File: src/rtl/combo_dialer_pkg.sv
`default_nettype none
// ============================================================================
// combo_dialer_pkg : shared types and widths for the combo lock keypad dialer
// Revision: 1.0
// ============================================================================
package combo_dialer_pkg;

    localparam int KEYPAD_W = 10;
    localparam int BCD_W    = 4;

    typedef enum logic [3:0] {
        S_IDLE      = 4'd0,
        S_PREP      = 4'd1,
        S_PREP_GAP  = 4'd2,
        S_PRESS     = 4'd3,
        S_GAP       = 4'd4,
        S_ENTER     = 4'd5,
        S_ENTER_GAP = 4'd6,
        S_WAIT_RESP = 4'd7,
        S_FINISH    = 4'd8
    } state_t;

    typedef enum logic [2:0] {
        V_NONE    = 3'd0,
        V_PASS    = 3'd1,
        V_FAIL    = 3'd2,
        V_TIMEOUT = 3'd3,
        V_BAD     = 3'd4
    } verdict_t;

    function automatic int max3(input int a, input int b, input int c);
        int m;
        m = (a > b) ? a : b;
        return (m > c) ? m : c;
    endfunction

endpackage
`default_nettype wire

File: src/rtl/combo_dialer_if.sv
`default_nettype none
// ============================================================================
// combo_dialer_if : request/verdict/keypad bundle between controller, dialer, lock
// Revision: 1.0
// ============================================================================
interface combo_dialer_if
    import combo_dialer_pkg::*;
#(
    parameter int DIGITS = 4
);
    // prog selects reprogramming (1) versus an unlock attempt (0)
    logic                      start;
    logic                      prog;
    logic [BCD_W*DIGITS-1:0]   code;
    logic                      unlock;
    logic                      incorrect;
    logic [KEYPAD_W-1:0]       keypad;
    logic                      enter;
    logic                      clr;
    logic                      lock_rst;
    logic                      busy;
    logic                      done;
    logic                      pass;
    logic                      fail;
    logic                      timeout;
    logic                      bad_code;

    modport master (
        output start, prog, code, unlock, incorrect,
        input  keypad, enter, clr, lock_rst, busy, done, pass, fail, timeout, bad_code
    );

    modport slave (
        input  start, prog, code, unlock, incorrect,
        output keypad, enter, clr, lock_rst, busy, done, pass, fail, timeout, bad_code
    );
endinterface
`default_nettype wire

File: src/rtl/combo_dialer_bcd_to_onehot.sv
`default_nettype none
// ============================================================================
// combo_dialer_bcd_to_onehot : one BCD digit to a one-hot key, flags non-decimal
// Revision: 1.0
// ============================================================================
module combo_dialer_bcd_to_onehot
    import combo_dialer_pkg::*;
(
    input  wire logic [BCD_W-1:0]    bcd,
    output      logic [KEYPAD_W-1:0] onehot,
    output      logic                invalid
);

    always_comb begin
        onehot = '0;
        for (int d = 0; d < KEYPAD_W; d++) begin
            if (bcd == BCD_W'(d)) begin
                onehot[d] = 1'b1;
            end
        end
        invalid = (bcd > BCD_W'(9));
    end

endmodule
`default_nettype wire

File: src/rtl/combo_dialer.sv
`default_nettype none
// ============================================================================
// combo_dialer : sends a BCD code to the lock as timed key pulses, reports verdict
// Revision: 1.0
// ============================================================================
module combo_dialer
    import combo_dialer_pkg::*;
#(
    parameter int DIGITS       = 4,
    parameter int PRESS_CYC    = 1,
    parameter int GAP_CYC      = 1,
    parameter int RESP_TIMEOUT = 8
)(
    input wire logic      clk,
    input wire logic      rst_n,
    combo_dialer_if.slave bus
);

    localparam int IDX_W = (DIGITS > 1) ? $clog2(DIGITS) : 1;
    localparam int CNT_W = $clog2(max3(PRESS_CYC, GAP_CYC, RESP_TIMEOUT) + 1);
    localparam logic [CNT_W-1:0] C_PRESS_LD = CNT_W'(PRESS_CYC - 1);
    localparam logic [CNT_W-1:0] C_GAP_LD   = CNT_W'(GAP_CYC - 1);
    localparam logic [CNT_W-1:0] C_RESP_LD  = CNT_W'(RESP_TIMEOUT - 1);
    localparam logic [IDX_W-1:0] C_LAST_IDX = IDX_W'(DIGITS - 1);

    state_t                  r_state, w_state_nxt;
    verdict_t                w_verdict;
    logic [CNT_W-1:0]        r_cnt, w_cnt_ld;
    logic                    w_cnt_zero;
    logic [IDX_W-1:0]        r_idx, w_idx_nxt;
    logic [BCD_W*DIGITS-1:0] r_code;
    logic                    r_prog, w_prog_nxt;
    logic [DIGITS-1:0]       w_dig_bad;
    logic                    w_any_bad;
    logic [BCD_W-1:0]        w_digits [DIGITS];
    logic [KEYPAD_W-1:0]     w_drive_onehot;
    logic                    w_drive_inv;

    logic [KEYPAD_W-1:0]     w_keypad_nxt;
    logic                    w_enter_nxt, w_clr_nxt, w_lock_rst_nxt, w_busy_nxt;
    logic                    w_done_nxt, w_pass_nxt, w_fail_nxt, w_timeout_nxt, w_bad_nxt;

    // Live code is checked so a bad digit aborts on the start edge itself.
    generate
        for (genvar g = 0; g < DIGITS; g++) begin : g_check
            logic [KEYPAD_W-1:0] w_oh;
            logic                w_inv;
            combo_dialer_bcd_to_onehot u_chk (
                .bcd     (bus.code[g*BCD_W +: BCD_W]),
                .onehot  (w_oh),
                .invalid (w_inv)
            );
            assign w_dig_bad[g] = w_inv | ~(|w_oh);
            assign w_digits[g]  = r_code[(DIGITS-1-g)*BCD_W +: BCD_W];
        end
    endgenerate

    assign w_any_bad  = |w_dig_bad;
    assign w_cnt_zero = (r_cnt == '0);
    assign w_prog_nxt = (r_state == S_IDLE) ? bus.prog : r_prog;
    assign w_idx_nxt  = (r_state == S_IDLE) ? '0 :
                        (r_state == S_GAP && w_state_nxt == S_PRESS) ? r_idx + 1'b1 : r_idx;

    combo_dialer_bcd_to_onehot u_drive (
        .bcd     (w_digits[w_idx_nxt]),
        .onehot  (w_drive_onehot),
        .invalid (w_drive_inv)
    );

    always_ff @(posedge clk or negedge rst_n) begin
        if (!rst_n) r_state <= S_IDLE;
        else        r_state <= w_state_nxt;
    end

    always_comb begin
        w_state_nxt = r_state;
        w_verdict   = V_NONE;
        case (r_state)
            S_IDLE: begin
                if (bus.start) begin
                    if (w_any_bad) begin
                        w_state_nxt = S_FINISH;
                        w_verdict   = V_BAD;
                    end else if (bus.prog && !bus.unlock) begin
                        w_state_nxt = S_FINISH;
                        w_verdict   = V_FAIL;
                    end else begin
                        w_state_nxt = S_PREP;
                    end
                end
            end
            S_PREP:     if (w_cnt_zero) w_state_nxt = S_PREP_GAP;
            S_PREP_GAP: if (w_cnt_zero) w_state_nxt = S_PRESS;
            S_PRESS:    if (w_cnt_zero) w_state_nxt = S_GAP;
            S_GAP:      if (w_cnt_zero) w_state_nxt = (r_idx == C_LAST_IDX) ? S_ENTER : S_PRESS;
            S_ENTER:    if (w_cnt_zero) w_state_nxt = S_ENTER_GAP;
            S_ENTER_GAP: begin
                if (w_cnt_zero) begin
                    if (r_prog) begin
                        w_state_nxt = S_FINISH;
                        w_verdict   = V_PASS;
                    end else begin
                        w_state_nxt = S_WAIT_RESP;
                    end
                end
            end
            S_WAIT_RESP: begin
                // incorrect has priority when the lock reports both
                if (bus.incorrect) begin
                    w_state_nxt = S_FINISH;
                    w_verdict   = V_FAIL;
                end else if (bus.unlock) begin
                    w_state_nxt = S_FINISH;
                    w_verdict   = V_PASS;
                end else if (w_cnt_zero) begin
                    w_state_nxt = S_FINISH;
                    w_verdict   = V_TIMEOUT;
                end
            end
            S_FINISH: w_state_nxt = S_IDLE;
            default:  w_state_nxt = S_IDLE;
        endcase
    end

    always_comb begin
        case (w_state_nxt)
            S_PREP, S_PRESS, S_ENTER:         w_cnt_ld = C_PRESS_LD;
            S_PREP_GAP, S_GAP, S_ENTER_GAP:   w_cnt_ld = C_GAP_LD;
            S_WAIT_RESP:                      w_cnt_ld = C_RESP_LD;
            default:                          w_cnt_ld = '0;
        endcase
    end

    always_ff @(posedge clk or negedge rst_n) begin
        if (!rst_n) begin
            r_cnt  <= '0;
            r_idx  <= '0;
            r_code <= '0;
            r_prog <= 1'b0;
        end else begin
            if (w_state_nxt != r_state)  r_cnt <= w_cnt_ld;
            else if (!w_cnt_zero)        r_cnt <= r_cnt - 1'b1;
            r_idx <= w_idx_nxt;
            if (r_state == S_IDLE && bus.start) begin
                r_code <= bus.code;
                r_prog <= bus.prog;
            end
        end
    end

    // Outputs are decoded from the next state so registered values line up with the state.
    always_comb begin
        w_keypad_nxt   = (w_state_nxt == S_PRESS && !w_drive_inv) ? w_drive_onehot : '0;
        w_enter_nxt    = (w_state_nxt == S_ENTER);
        w_clr_nxt      = (w_state_nxt == S_PREP) && !w_prog_nxt;
        w_lock_rst_nxt = (w_state_nxt == S_PREP) && w_prog_nxt;
        w_busy_nxt     = (w_state_nxt != S_IDLE) && (w_state_nxt != S_FINISH);
        w_done_nxt     = (w_state_nxt == S_FINISH);
        w_pass_nxt     = w_done_nxt && (w_verdict == V_PASS);
        w_fail_nxt     = w_done_nxt && (w_verdict == V_FAIL);
        w_timeout_nxt  = w_done_nxt && (w_verdict == V_TIMEOUT);
        w_bad_nxt      = w_done_nxt && (w_verdict == V_BAD);
    end

    always_ff @(posedge clk or negedge rst_n) begin
        if (!rst_n) begin
            bus.keypad   <= '0;
            bus.enter    <= 1'b0;
            bus.clr      <= 1'b0;
            bus.lock_rst <= 1'b0;
            bus.busy     <= 1'b0;
            bus.done     <= 1'b0;
            bus.pass     <= 1'b0;
            bus.fail     <= 1'b0;
            bus.timeout  <= 1'b0;
            bus.bad_code <= 1'b0;
        end else begin
            bus.keypad   <= w_keypad_nxt;
            bus.enter    <= w_enter_nxt;
            bus.clr      <= w_clr_nxt;
            bus.lock_rst <= w_lock_rst_nxt;
            bus.busy     <= w_busy_nxt;
            bus.done     <= w_done_nxt;
            bus.pass     <= w_pass_nxt;
            bus.fail     <= w_fail_nxt;
            bus.timeout  <= w_timeout_nxt;
            bus.bad_code <= w_bad_nxt;
        end
    end

endmodule
`default_nettype wire

File: src/flat_wrapper.sv
// flat-port wrapper written by rule: the top's interface ports become plain ports
module combo_dialer_flat import combo_dialer_pkg::*;
#(
    parameter int DIGITS       = 4,
    parameter int PRESS_CYC    = 1,
    parameter int GAP_CYC      = 1,
    parameter int RESP_TIMEOUT = 8
)
  (clk, rst_n, bus_start, bus_prog, bus_code, bus_unlock, bus_incorrect, bus_keypad, bus_enter, bus_clr, bus_lock_rst, bus_busy, bus_done, bus_pass, bus_fail, bus_timeout, bus_bad_code);
  combo_dialer_if #(.DIGITS(DIGITS)) bus_i ();
  input wire logic clk;
  input wire logic rst_n;
  input wire logic [$bits(bus_i.start)-1:0] bus_start;
  input wire logic [$bits(bus_i.prog)-1:0] bus_prog;
  input wire logic [$bits(bus_i.code)-1:0] bus_code;
  input wire logic [$bits(bus_i.unlock)-1:0] bus_unlock;
  input wire logic [$bits(bus_i.incorrect)-1:0] bus_incorrect;
  output wire logic [$bits(bus_i.keypad)-1:0] bus_keypad;
  output wire logic [$bits(bus_i.enter)-1:0] bus_enter;
  output wire logic [$bits(bus_i.clr)-1:0] bus_clr;
  output wire logic [$bits(bus_i.lock_rst)-1:0] bus_lock_rst;
  output wire logic [$bits(bus_i.busy)-1:0] bus_busy;
  output wire logic [$bits(bus_i.done)-1:0] bus_done;
  output wire logic [$bits(bus_i.pass)-1:0] bus_pass;
  output wire logic [$bits(bus_i.fail)-1:0] bus_fail;
  output wire logic [$bits(bus_i.timeout)-1:0] bus_timeout;
  output wire logic [$bits(bus_i.bad_code)-1:0] bus_bad_code;
  assign bus_i.start = bus_start;
  assign bus_i.prog = bus_prog;
  assign bus_i.code = bus_code;
  assign bus_i.unlock = bus_unlock;
  assign bus_i.incorrect = bus_incorrect;
  assign bus_keypad = bus_i.keypad;
  assign bus_enter = bus_i.enter;
  assign bus_clr = bus_i.clr;
  assign bus_lock_rst = bus_i.lock_rst;
  assign bus_busy = bus_i.busy;
  assign bus_done = bus_i.done;
  assign bus_pass = bus_i.pass;
  assign bus_fail = bus_i.fail;
  assign bus_timeout = bus_i.timeout;
  assign bus_bad_code = bus_i.bad_code;
  combo_dialer #(.DIGITS(DIGITS), .PRESS_CYC(PRESS_CYC), .GAP_CYC(GAP_CYC), .RESP_TIMEOUT(RESP_TIMEOUT)) u_core (.clk(clk), .rst_n(rst_n), .bus(bus_i));
endmodule
File: config.mk
export PLATFORM = sky130hd
export DESIGN_NAME = combo_dialer_flat
export DESIGN_NICKNAME = d
export VERILOG_FILES = /design/src/rtl/combo_dialer_pkg.sv /design/src/rtl/combo_dialer_if.sv /design/src/rtl/combo_dialer_bcd_to_onehot.sv /design/src/rtl/combo_dialer.sv /design/src/flat_wrapper.sv
export SDC_FILE = /design/constraint.sdc
export NUM_CORES = 1
export LEC_CHECK = 0
export BUFFER_PORTS_ARGS = -buffer_cell sky130_fd_sc_hd__buf_2
export CORE_MARGIN = 4
export CORE_UTILIZATION = 45
export DETAILED_ROUTE_END_ITERATION = 6
export PLACE_DENSITY_LB_ADDON = 0.25
export SYNTH_ARGS = -nofsm -noshare
export SYNTH_HDL_FRONTEND = slang
export SYNTH_HIERARCHICAL = 1
export SYNTH_SLANG_ARGS = --single-unit
File: constraint.sdc
create_clock -name clk -period 2.9 [get_ports clk]
set_input_delay 0.29 -clock clk [delete_from_list [all_inputs] [get_ports clk]]
set_output_delay 0.29 -clock clk [all_outputs]
set_load 0.02 [all_outputs]
---- Yosys cells after proc, flatten, opt, wreduce, memory -nomap -nowiden ----
Cells that the tools add are included.
storage, ports and cells
  input bits .............................. 22
  word-level logic and storage cells ...... 208
  register bits after elaboration ......... 46
cells by class
  multiplexer cells ....................... 84
  bitwise gates (word level) .............. 9
  reductions and logical operators ........ 27
  magnitude comparators ................... 6
  equality and inequality tests ........... 65
  $add $sub $neg .......................... 2
operators with widths
  operator                                               number
  == test 4 x 3 -> 1 bit (second input constant)         26
  two-way mux 4 bit                                      17
  == test 4 x 2 -> 1 bit (second input constant)         13
  two-way mux 1 bit                                      52
  == test 4 bit (second input constant)                  11
  OR reduction 10 bit                                    4
  case mux 4 bit (8 select lines)                        1
  == test 4 x 1 -> 1 bit (second input constant)         7
  logical NOT 4 bit                                      7
  two-way mux 3 bit                                      7
  greater-than comparator 4 bit (second input constant)  5
  logical AND 1 bit                                      11
  two-way mux 10 bit                                     1
  case mux 3 bit (3 select lines)                        1
  binary-select mux 4 bit (select 2 bit)                 1
  two-way mux 2 bit                                      4
  == test 3 x 2 -> 1 bit (second input constant)         2
  inequality test 4 bit                                  1
  inequality test 4 bit (second input constant)          1
  inverter 1 bit                                         4
  OR 1 bit                                               4
  nonzero test 4 bit                                     1
  OR reduction 4 bit                                     1
  subtractor 4 x 1 -> 4 bit (second input constant)      1
  8 further kinds                                        10

---- Depth between registers and ports, before layout ----
Gate-level depths: netlist (run 1).
  word-level depth ........................ 21
  depth in mapped cells ................... 13
  mapped depth without buffers ............ 10

---- Cells and area by module ----
Netlist (run 1), hierarchy kept.
by module, submodules not included
  module                      area an instance (µm²)  times used  seq. area each (µm²)  cells an instance
  combo_dialer                2,394.8                 1           1,151.1               217
  combo_dialer_bcd_to_onehot  190.2                   5           0.0                   15

---- Worst setup path after synthesis (run 1) ----
Ideal clock, no wire load.
  path type ............................... reg-to-reg
  from .................................... register u_core.r_cnt[0]
  to ...................................... register u_core.bus.keypad[2]
  path slack .............................. 252 ps
  setup time .............................. 95 ps
  arrival ................................. 2,554 ps
  buffers on the path ..................... 3
  cell stages (with the launch flop) ...... 14
  required time ........................... 2,805 ps
  period minus slack after synthesis ...... 2,648 ps
  cells stage by stage .................... dfrtp_1 inv_1 ha_1 nor3b_2 buf_2 a31oi_1 o21bai_1 buf_2 mux2i_1 mux2i_1 buf_6 o21a_1 nand2b_1 nor4_4
on the way
  cells in the longest elaborated chain, start to end .. 17
  elaborated cells on any way between the ends .. 25
  those cells by class .................... 1 x order compare; 2 x eq/ne; 17 x mux; 1 x bitwise; 4 x reduce/logical
RTL lines
  item                                                     RTL line                          text
  start, declared                                          combo_dialer.sv:28                logic [CNT_W-1:0] r_cnt, w_cnt_ld;
  start signal, assigned                                   combo_dialer.sv:141               if (w_state_nxt != r_state) r_cnt <= w_cnt_ld;
  start signal, assigned                                   combo_dialer.sv:142               else if (!w_cnt_zero) r_cnt <= r_cnt - 1'b1;
  logical NOT 4 bit *                                      combo_dialer.sv:59                assign w_cnt_zero = (r_cnt == '0);
  two-way mux 4 bit                                        combo_dialer.sv:115               end else if (w_cnt_zero) begin
  two-way mux 4 bit                                        combo_dialer.sv:112               end else if (bus.unlock) begin
  two-way mux 4 bit                                        combo_dialer.sv:109               if (bus.incorrect) begin
  case mux 4 bit (8 select lines) *                        combo_dialer.sv:78                case (r_state)
  == test 4 x 2 -> 1 bit *                                 combo_dialer.sv:62                (r_state == S_GAP && w_state_nxt == S_PRESS) ? r_idx + 1'b1 : r_idx;
  logical AND 1 bit *                                      combo_dialer.sv:62
  two-way mux 2 bit *                                      combo_dialer.sv:62
  [... 2 more ...]                                         --
  binary-select mux 4 bit (select 2 bit) *                 combo_dialer.sv:65                .bcd (w_digits[w_idx_nxt]),
  two-way mux 4 bit (not written as such) * (2 in series)  combo_dialer.sv:65
  greater-than comparator 4 bit *                          combo_dialer_bcd_to_onehot.sv:21  invalid = (bcd > BCD_W'(9));
  via u_core.w_drive_inv                                   combo_dialer.sv:37                logic w_drive_inv;
  logical NOT 1 bit *                                      combo_dialer.sv:153               w_keypad_nxt = (w_state_nxt == S_PRESS && !w_drive_inv) ? w_drive_onehot : '0;
  logical AND 1 bit *                                      combo_dialer.sv:153
  two-way mux 10 bit *                                     combo_dialer.sv:153
  via u_core.w_keypad_nxt[2]                               combo_dialer.sv:39                logic [KEYPAD_W-1:0] w_keypad_nxt;
  end signal, assigned                                     combo_dialer.sv:178               bus.keypad <= w_keypad_nxt;
  end, declared                                            combo_dialer_if.sv:35             output keypad, enter, clr, lock_rst, busy, done, pass, fail, timeout, bad_code
Mark *: on every way through the listed nets, which the timed path passes. The rest lies on a longest branch. The select of a mux whose other input is x is not followed.
A chain may end at the register's enable or synchronous reset.

---- Worst setup path in the final report (run 1) ----
  from .................................... register u_core.r_cnt[0]
  to ...................................... register u_core.bus.keypad[2]
on the way
  elaborated cells on any way between the ends .. 25
  those cells by class .................... 1 x order compare; 2 x eq/ne; 17 x mux; 1 x bitwise; 4 x reduce/logical
RTL lines
  item                                                     RTL line                          text
  logical NOT 4 bit *                                      combo_dialer.sv:59
  two-way mux 4 bit                                        combo_dialer.sv:115
  two-way mux 4 bit                                        combo_dialer.sv:112
  two-way mux 4 bit                                        combo_dialer.sv:109
  case mux 4 bit (8 select lines) *                        combo_dialer.sv:78
  == test 4 x 2 -> 1 bit *                                 combo_dialer.sv:62
  logical AND 1 bit *                                      combo_dialer.sv:62
  two-way mux 2 bit *                                      combo_dialer.sv:62
  two-way mux 2 bit *                                      combo_dialer.sv:61                assign w_idx_nxt = (r_state == S_IDLE) ? '0 :
  inverter 2 -> 3 bit (not written as such) *              combo_dialer.sv:65
  binary-select mux 4 bit (select 2 bit) *                 combo_dialer.sv:65
  two-way mux 4 bit (not written as such) * (2 in series)  combo_dialer.sv:65
  == test 4 x 2 -> 1 bit *                                 combo_dialer_bcd_to_onehot.sv:17  if (bcd == BCD_W'(d)) begin
  two-way mux 1 bit *                                      combo_dialer_bcd_to_onehot.sv:17
  via u_core.w_drive_onehot[2]                             combo_dialer.sv:36                logic [KEYPAD_W-1:0] w_drive_onehot;
  two-way mux 10 bit *                                     combo_dialer.sv:153
  via u_core.w_keypad_nxt[2]                               combo_dialer.sv:39
Marked as above.

==> results by group, run 1 <==
Finish
  – ANT cells: 0
  – Most frequent cells in the layout: 46 x dfrtp_1, 40 x buf_2, 20 x nor4b_2
  – Final core utilization: 50.1%
  – Commonest non-fill, non-tap cell in the layout: dfrtp_1
  – Area Overhead vs Synth: 8.71%
  – Share of cells above drive strength 1: 39.9%
  – Final nets: 344
  – Fill count: 693

Synth
  – Gate Count Post-Synth: 292
  – Post-Syn Area: 3350 µm²
  – Synthesis-stage register bit count: 46
  – Syn Area/Cell: 11.5 µm²
  – Yosys top cell by area: dfrtp_1
  – Syn Nets: 316
  – Async SR Flop Fraction: 100%
  – Synth top area cells: dfrtp_1 34%, nor4b_2 9.0%, mux2_2 6.4%
  – Main synth FF type: dfrtp_1
  – Yosys warning total: 6
  – Sequential element share of the synthesized area: 34.4%
  – Distinct cells, synth: 52
  – Post-synth top area share: 34.4%
  – Post-synth EDFFs: 0

Die
  – Cell row count: 31
  – Core Region: 7250 µm²
  – Top Ports: 41
  – Die Height: 94.2 µm
  – Initial core utilization: 46.1%
  – Die area: 8880 µm²
  – Chip width: 94.2 µm

STA
  – Worst-margin pin slew: 0.987 ns
  – Layout Skew: 0.00426 ns
  – Period minus WS final: 2.65 ns
  – Pins Over Slew Limit: 0
  – Period Utilization, post-route: 91.3%
  – Fin. Hold Viols: 0
  – Relative slew slack: 34.2%
  – Final setup fails: 0
  – Fmax achieved: 378 MHz

Clock tree
  – CTS Buf Count: 5
  – CTS max path bufs: 2
  – Hold_buf cts: 0
  – Worst-Skew Late Latency: 0.29 ns
  – Root buffer cell: clkbuf_8
  – Worst-path clk slew: 0.08 ns
  – H-tree Lvls: 2
  – TritonCTS clock tree: yes
  – Clock sinks: 46

Detailed routing
  – 1st-pass router iterations: 4
  – Drc violations: 0
  – Wire per inst: 14.2 µm
  – Vias: 2334
  – Via/cell ratio: 5.56
  – Starting DRC count in detailed routing: 56
  – Final ANT Viol Nets: 0
  – Final wirelength: 5.96 mm

GRT
  – GRT Overall Usage: 14.0%
  – First-pass GRT wire length: 10.1 mm
  – Initial antenna violation count: 0
  – Total congestion overflow: 0
  – Vias in the first global route: 2139
  – Largest net degree at the start of global routing: 47

Power and ir drop
  – VDD IR max: 0.296 mV
  – PnR Total Power: 0.00285 W
  – Cell leakage power: 1.61 nW
  – Pwr Density: 783 nW/µm²

Job
  – Max-Cap Viols: 0

Setup path
  – CP Launch Type: flip-flop
  – Data required, critical path: 3.11 ns
  – Reg2Reg Setup Slack: 0.25 ns
  – Critical Path AT: 2.86 ns
  – Worst-path fanout max: 11
  – CP Capture Type: flip-flop
  – Critical path class: reg -> reg

Status
  – Status: finished, final reports clean

Min path
  – Worst hold path type: in -> async

Placed design
  – Routability Congestion: 0.798
  – Input/output buffers: 40
  – HPWL Detailed: 4.27 mm
-- state kept, by name, summed over array words and instances (netlist names) --
register	cells
u_core/bus.lock_rst	1
u_core/r_prog	1
u_core/r_cnt	4
u_core/r_code	16
u_core/bus.fail	1
u_core/bus.keypad	10
u_core/bus.done	1
u_core/bus.pass	1
u_core/bus.timeout	1
u_core/bus.clr	1
u_core/bus.enter	1
u_core/r_idx	2
u_core/bus.busy	1
u_core/bus.bad_code	1
u_core/r_state	4
-- worst paths after layout --
| path | start | cells past startpoint | endpoint |
|---|---|---|---|
| min | rst_n | 1 | u_core/bus.keypad[6] |
| max | u_core/r_cnt[0] | 13 | u_core/bus.keypad[2] |
| min in group clk | bus_prog | 2 | u_core/r_prog |
| min reg2reg | u_core/r_code[2] | 1 | u_core/r_code[2] |
| max in group asynchronous | rst_n | 1 | u_core/bus.fail |
| max reg2reg | u_core/r_cnt[0] | 13 | u_core/bus.keypad[2] |
-- routing by layer --
layer  vias up  GRT usage [%]  share of wire (%)
li1       1159              -                  -
met1      1129           19.0                 48
met2        40           22.9                 48
met3         6           2.16                3.1
met4         0           3.97                1.3
met5         -              0                  0
-- synthesized netlist by cell type (5+ instances only) --
library cell	count
nor4b_2	20
nor4bb_4	5
nand3_1	8
dfrtp_1	46
nor2_1	15
o21a_1	5
buf_4	10
buf_6	11
buf_2	7
and4b_1	5
a21oi_1	5
nand2b_1	12
nor4_2	11
inv_1	10
nand2_1	7
nor4_1	11
mux2i_1	14
o21ai_0	8
and4bb_1	15
mux2_2	19
-- stage by stage --
| stage | instances | setup slack [ns] | area, µm² | TNS, ns | hold WS, ns |
|---|---|---|---|---|---|
| finish | 420 | 0.251 | 3640 | 0 | 0.155 |
| global route | 420 | -0.00607 | 3640 | -0.00607 | 0.240 |
| CTS | 419 | 0.127 | 3610 | 0 | 0.189 |
| detailed placement | 411 | 0.164 | 3510 | 0 | 0.495 |
| global placement | 411 | 0.205 | 3510 | 0 | 0.487 |
| floorplan | 292 | 0.252 | 3350 | 0 | -0.00559 |
-- report_power, final --
part | leakage (nW) | internal (W) | total, W | switching, W
clock | 0.0472 | 0.000191 | 0.000398 | 0.000206
sequential | 0.596 | 0.000830 | 0.000979 | 0.000149
combinational | 0.964 | 0.000696 | 0.00147 | 0.000774
total | 1.61 | 0.00172 | 0.00285 | 0.00113
-- critical path, stage by stage, from the launching register on --
cell and delay [ns]:
dfrtp_1 0.38, inv_1 0.09, ha_2 0.22, nor3b_4 0.25
a31oi_1 0.12, o21bai_1 0.18, buf_6 0.17, buf_4 0.13
mux2i_1 0.16, mux2i_1 0.08, buf_4 0.19, nor4b_2 0.32
nand2b_1 0.13, nor4_4 0.13
-- cells by family (layout without fill, tap and decap cells) --
logic type	Yosys count	after routing	share of synthesized area, %
AO/OA/AOI/OAI	37	37	7.97
AND/OR/NAND/NOR	131	131	37.5
buffers and inverters	42	71	8.56
XOR/XNOR	1	1	0.262
adder cells (fa/ha/maj)	2	2	0.748
multiplexers	33	33	10.6
flip-flops	46	46	34.4
-- repair_timing --
action / CTS / global route
setup endpoints to repair: 0 / 10
hold endpoints to repair: 0 / 0
resized for setup: 0 / 6
buffers inserted: 0 / 1
-- cell type report --
cell class	instances	area, µm²	area share (%)
Inverter	10	37.5	1.03
Multi-Input combinational cell	204	1930	53.0
Sequential cell	46	1150	31.6
Timing Repair Buffer	53	302	8.29
Clock buffer	6	82.6	2.27
Tap cell	99	124	3.41
Clock inverter	2	12.5	0.344
Power figures use the tool's default switching activity.
==> run 2: changes to the inputs <==
--- a/config.mk
+++ b/config.mk
@@ -6,6 +6,8 @@
 export NUM_CORES = 1
 export LEC_CHECK = 0
 export BUFFER_PORTS_ARGS = -buffer_cell sky130_fd_sc_hd__buf_2
+export CELL_PAD_IN_SITES_DETAIL_PLACEMENT = 0
+export CELL_PAD_IN_SITES_GLOBAL_PLACEMENT = 1
 export CORE_MARGIN = 4
 export CORE_UTILIZATION = 45
 export DETAILED_ROUTE_END_ITERATION = 6
==> run 2 against run 1 <==
Compared with the run above:
- critical path depth decreased by 1
- die area unchanged
- clock skew increased by 0.0047 ns
- worst setup slack improved by 0.035 ns
- count of clock-buffer cells in the layout unchanged
- cell area decreased by 0.48%
- worst hold slack got worse by 0.0012 ns
- largest cell class unchanged
==> results by group, run 2 (same netlist as run 1, synthesis figures left out) <==
STA
  – Final setup fails: 0 (unchanged)
  – PnR worst setup slack: 0.286 ns (+0.0352 ns)
  – RSZ-0062 raised after global routing: false
  – Fmax achieved: 383 MHz (+1.3%)
  – Fin. Hold Viols: 0 (unchanged)
  – Relative slew slack: 34.0% (-0.21 points)
  – Pins Over Slew Limit: 0 (unchanged)
  – Worst-margin pin slew: 0.991 ns (+0.00316 ns)
  – Period minus WS final: 2.61 ns (-0.0352 ns)
  – Setup TNS: 0 ns (unchanged)
  – Layout Skew: 0.00896 ns (+0.00471 ns)
  – Period Utilization, post-route: 90.1% (-1.2 points)

Placed design
  – Input/output buffers: 40 (unchanged)
  – Routability Congestion: 0.750 (-6.1%)
  – Setup WS pre-CTS: 0.267 ns (+0.104 ns)
  – HPWL Detailed: 4.38 mm (+2.5%)
  – Placed Instances: 414 (+0.73%)

Detailed routing
  – 1st-pass router iterations: 4 (unchanged)
  – Via/cell ratio: 5.51 (-0.79%)
  – Final ANT Viol Nets: 0 (unchanged)
  – Vias: 2321 (-0.56%)
  – Wire per inst: 14.6 µm (+3.0%)
  – Routed wl met3: 181 µm (-0.55%)
  – Met2 routed WL: 3.03 mm (+6.4%)
  – Final wirelength: 6.15 mm (+3.3%)
  – Drc violations: 0 (unchanged)
  – M1 wire length: 2.84 mm (-0.11%)
  – Max layer used: met4
  – Starting DRC count in detailed routing: 69 (+23%)

GRT
  – Initial antenna violation count: 0 (unchanged)
  – GRT Overall Usage: 14.7% (+0.72 points)
  – Largest net degree at the start of global routing: 47 (unchanged)
  – Total congestion overflow: 0 (unchanged)
  – Vias in the first global route: 2134 (-0.23%)
  – First-pass GRT wire length: 10.5 mm (+3.8%)

Setup path
  – CP Launch Type: flip-flop
  – FF-to-FF End: u_core/bus.keypad[9]
  – Critical Path AT: 2.80 ns (-0.06 ns)
  – Worst-path fanout max: 9 (-2)
  – Worst reg2reg startpoint: u_core/r_cnt[0]
  – Critical path class: reg -> reg
  – Setup crit end: u_core/bus.keypad[9]
  – CP Capture Type: flip-flop
  – Setup crit start: u_core/r_cnt[0]
  – Reg2Reg Setup Slack: 0.29 ns (+0.04 ns)
  – Cell count of the worst reg-to-reg path: 12 (-1)
  – Data required, critical path: 3.09 ns (-0.02 ns)

Clock tree
  – Worst-path clk slew: 0.08 ns (about the same)
  – Root buffer cell: clkbuf_8
  – TritonCTS clock tree: yes
  – CTS Buf Count: 5 (unchanged)
  – Worst-Skew Late Latency: 0.30 ns (about the same)
  – CTS max path bufs: 2 (unchanged)
  – Hold_buf cts: 0 (unchanged)
  – Clock sinks: 46 (unchanged)
  – H-tree Lvls: 2 (unchanged)

Power and ir drop
  – Clk pwr share: 13.3% (-0.7 points)
  – Power Internal: 0.00169 W (-1.5%)
  – Combinational share of power: 52.9% (+1.3 points)
  – VDD IR max: 0.263 mV (-11%)
  – Sw power: 0.00113 W (-0.32%)
  – Pwr Density: 778 nW/µm² (-0.56%)
  – Cell leakage power: 1.61 nW (+0.33%)
  – Sequential Power Share: 33.9% (-0.5 points)
  – Switching share of power: 40.0% (+0.29 points)
  – PnR Total Power: 0.00282 W (-1.0%)

Job
  – Max-Cap Viols: 0 (unchanged)

Finish
  – Share of cells above drive strength 1: 38.5% (-1.4 points)
  – Final nets: 346 (+0.58%)
  – Fill count: 701 (+1.2%)
  – ANT cells: 0 (unchanged)
  – Max reg flops: 16 (unchanged)
  – Most frequent cells in the layout: 46 x dfrtp_1, 40 x buf_2, 20 x nor4b_2
  – Register name with the most flops: u_core/r_code
  – Commonest non-fill, non-tap cell in the layout: dfrtp_1
  – Non-filler instance count after layout: 421 (+0.24%)
  – Largest regs: u_core/r_code: 16 flops, u_core/bus.keypad: 10 flops
  – Area Overhead vs Synth: 8.19%
  – Final core utilization: 49.9% (-0.24 points)

Die
  – Top Ports: 41 (unchanged)
  – Core Region: 7250 µm² (unchanged)
  – Die Height: 94.2 µm (unchanged)
  – Initial core utilization: 46.1% (unchanged)
  – Cell row count: 31 (unchanged)
  – Die area: 8880 µm² (unchanged)
  – Chip width: 94.2 µm (unchanged)

Status
  – Status: finished, final reports clean

Min path
  – Worst hold path type: in -> async
==> run 2: cell count changes in the layout (fill, tap and decap cells not counted), sizes merged <==
cell	change
clkinv	-1
buf	+2
==> run 2: metal layers <==
| metal | GRT usage [%] | vias up |
|---|---|---|
| li1 | - | 1167 |
| met1 | 19.2 | 1118 |
| met2 | 24.6 | 30 |
| met3 | 2.40 | 6 |
| met4 | 4.69 | 0 |
| met5 | 0 | - |
==> run 2: worst min path at each step <==
stage                                       to  slack [ns]  cells past startpoint
after global placement        u_core/r_code[9]        0.49                      1
final                     u_core/bus.keypad[2]        0.15                      1
after global routing             u_core/r_prog        0.24                      2
after detailed placement      u_core/r_code[9]        0.49                      1
after floorplan            u_core/bus.bad_code      -0.006                      0
after CTS                 u_core/bus.keypad[2]        0.20                      1
==> run 2: final cells by class <==
| type | instances | area [µm²] | area share [%] |
|---|---|---|---|
| multi-input combinational | 204 | 1910 | 52.9 |
| sequential | 46 | 1150 | 31.8 |
| timing repair buffer | 55 | 313 | 8.64 |
| tap | 99 | 124 | 3.42 |
| clock buffer | 6 | 72.6 | 2.00 |
| inverter | 10 | 37.5 | 1.04 |
| clock inverter | 1 | 7.51 | 0.207 |
==> run 2: power by group through the flow <==
stage	logic, W	clock network (W)	registers [W]
global route	0.00164	0.000422	0.000977
global placement	0.00147	0	0.000963
CTS	0.00150	0.000396	0.000952
detailed placement	0.00149	0	0.000966
finish	0.00149	0.000374	0.000954
floorplan	0.00121	0	0.000951
==> run 2: timing repair <==
| item | 4_1_cts | 5_1_grt |
|---|---|---|
| setup buffers | 0 | 0 |
| resized for setup | 0 | 1 |
| endpoints found under the hold margin | 0 | 0 |
| endpoints found under the setup margin | 0 | 2 |
==> run 2: stage by stage <==
step	hold slack, ns	area, µm²
global placement	0.488	3530
floorplan	-0.00559	3350
global route	0.242	3620
CTS	0.200	3610
detailed placement	0.492	3530
finish	0.153	3620
==> run 2: worst max-delay path, stage by stage (launching register included) <==
cell	delay, ns
dfrtp_1	0.37
inv_1	0.09
ha_1	0.24
nor3b_4	0.27
a31oi_1	0.12
o21bai_1	0.14
buf_4	0.21
mux2i_1	0.20
mux2i_1	0.13
buf_4	0.20
nor4bb_4	0.27
nand2b_1	0.10
nor4_1	0.18
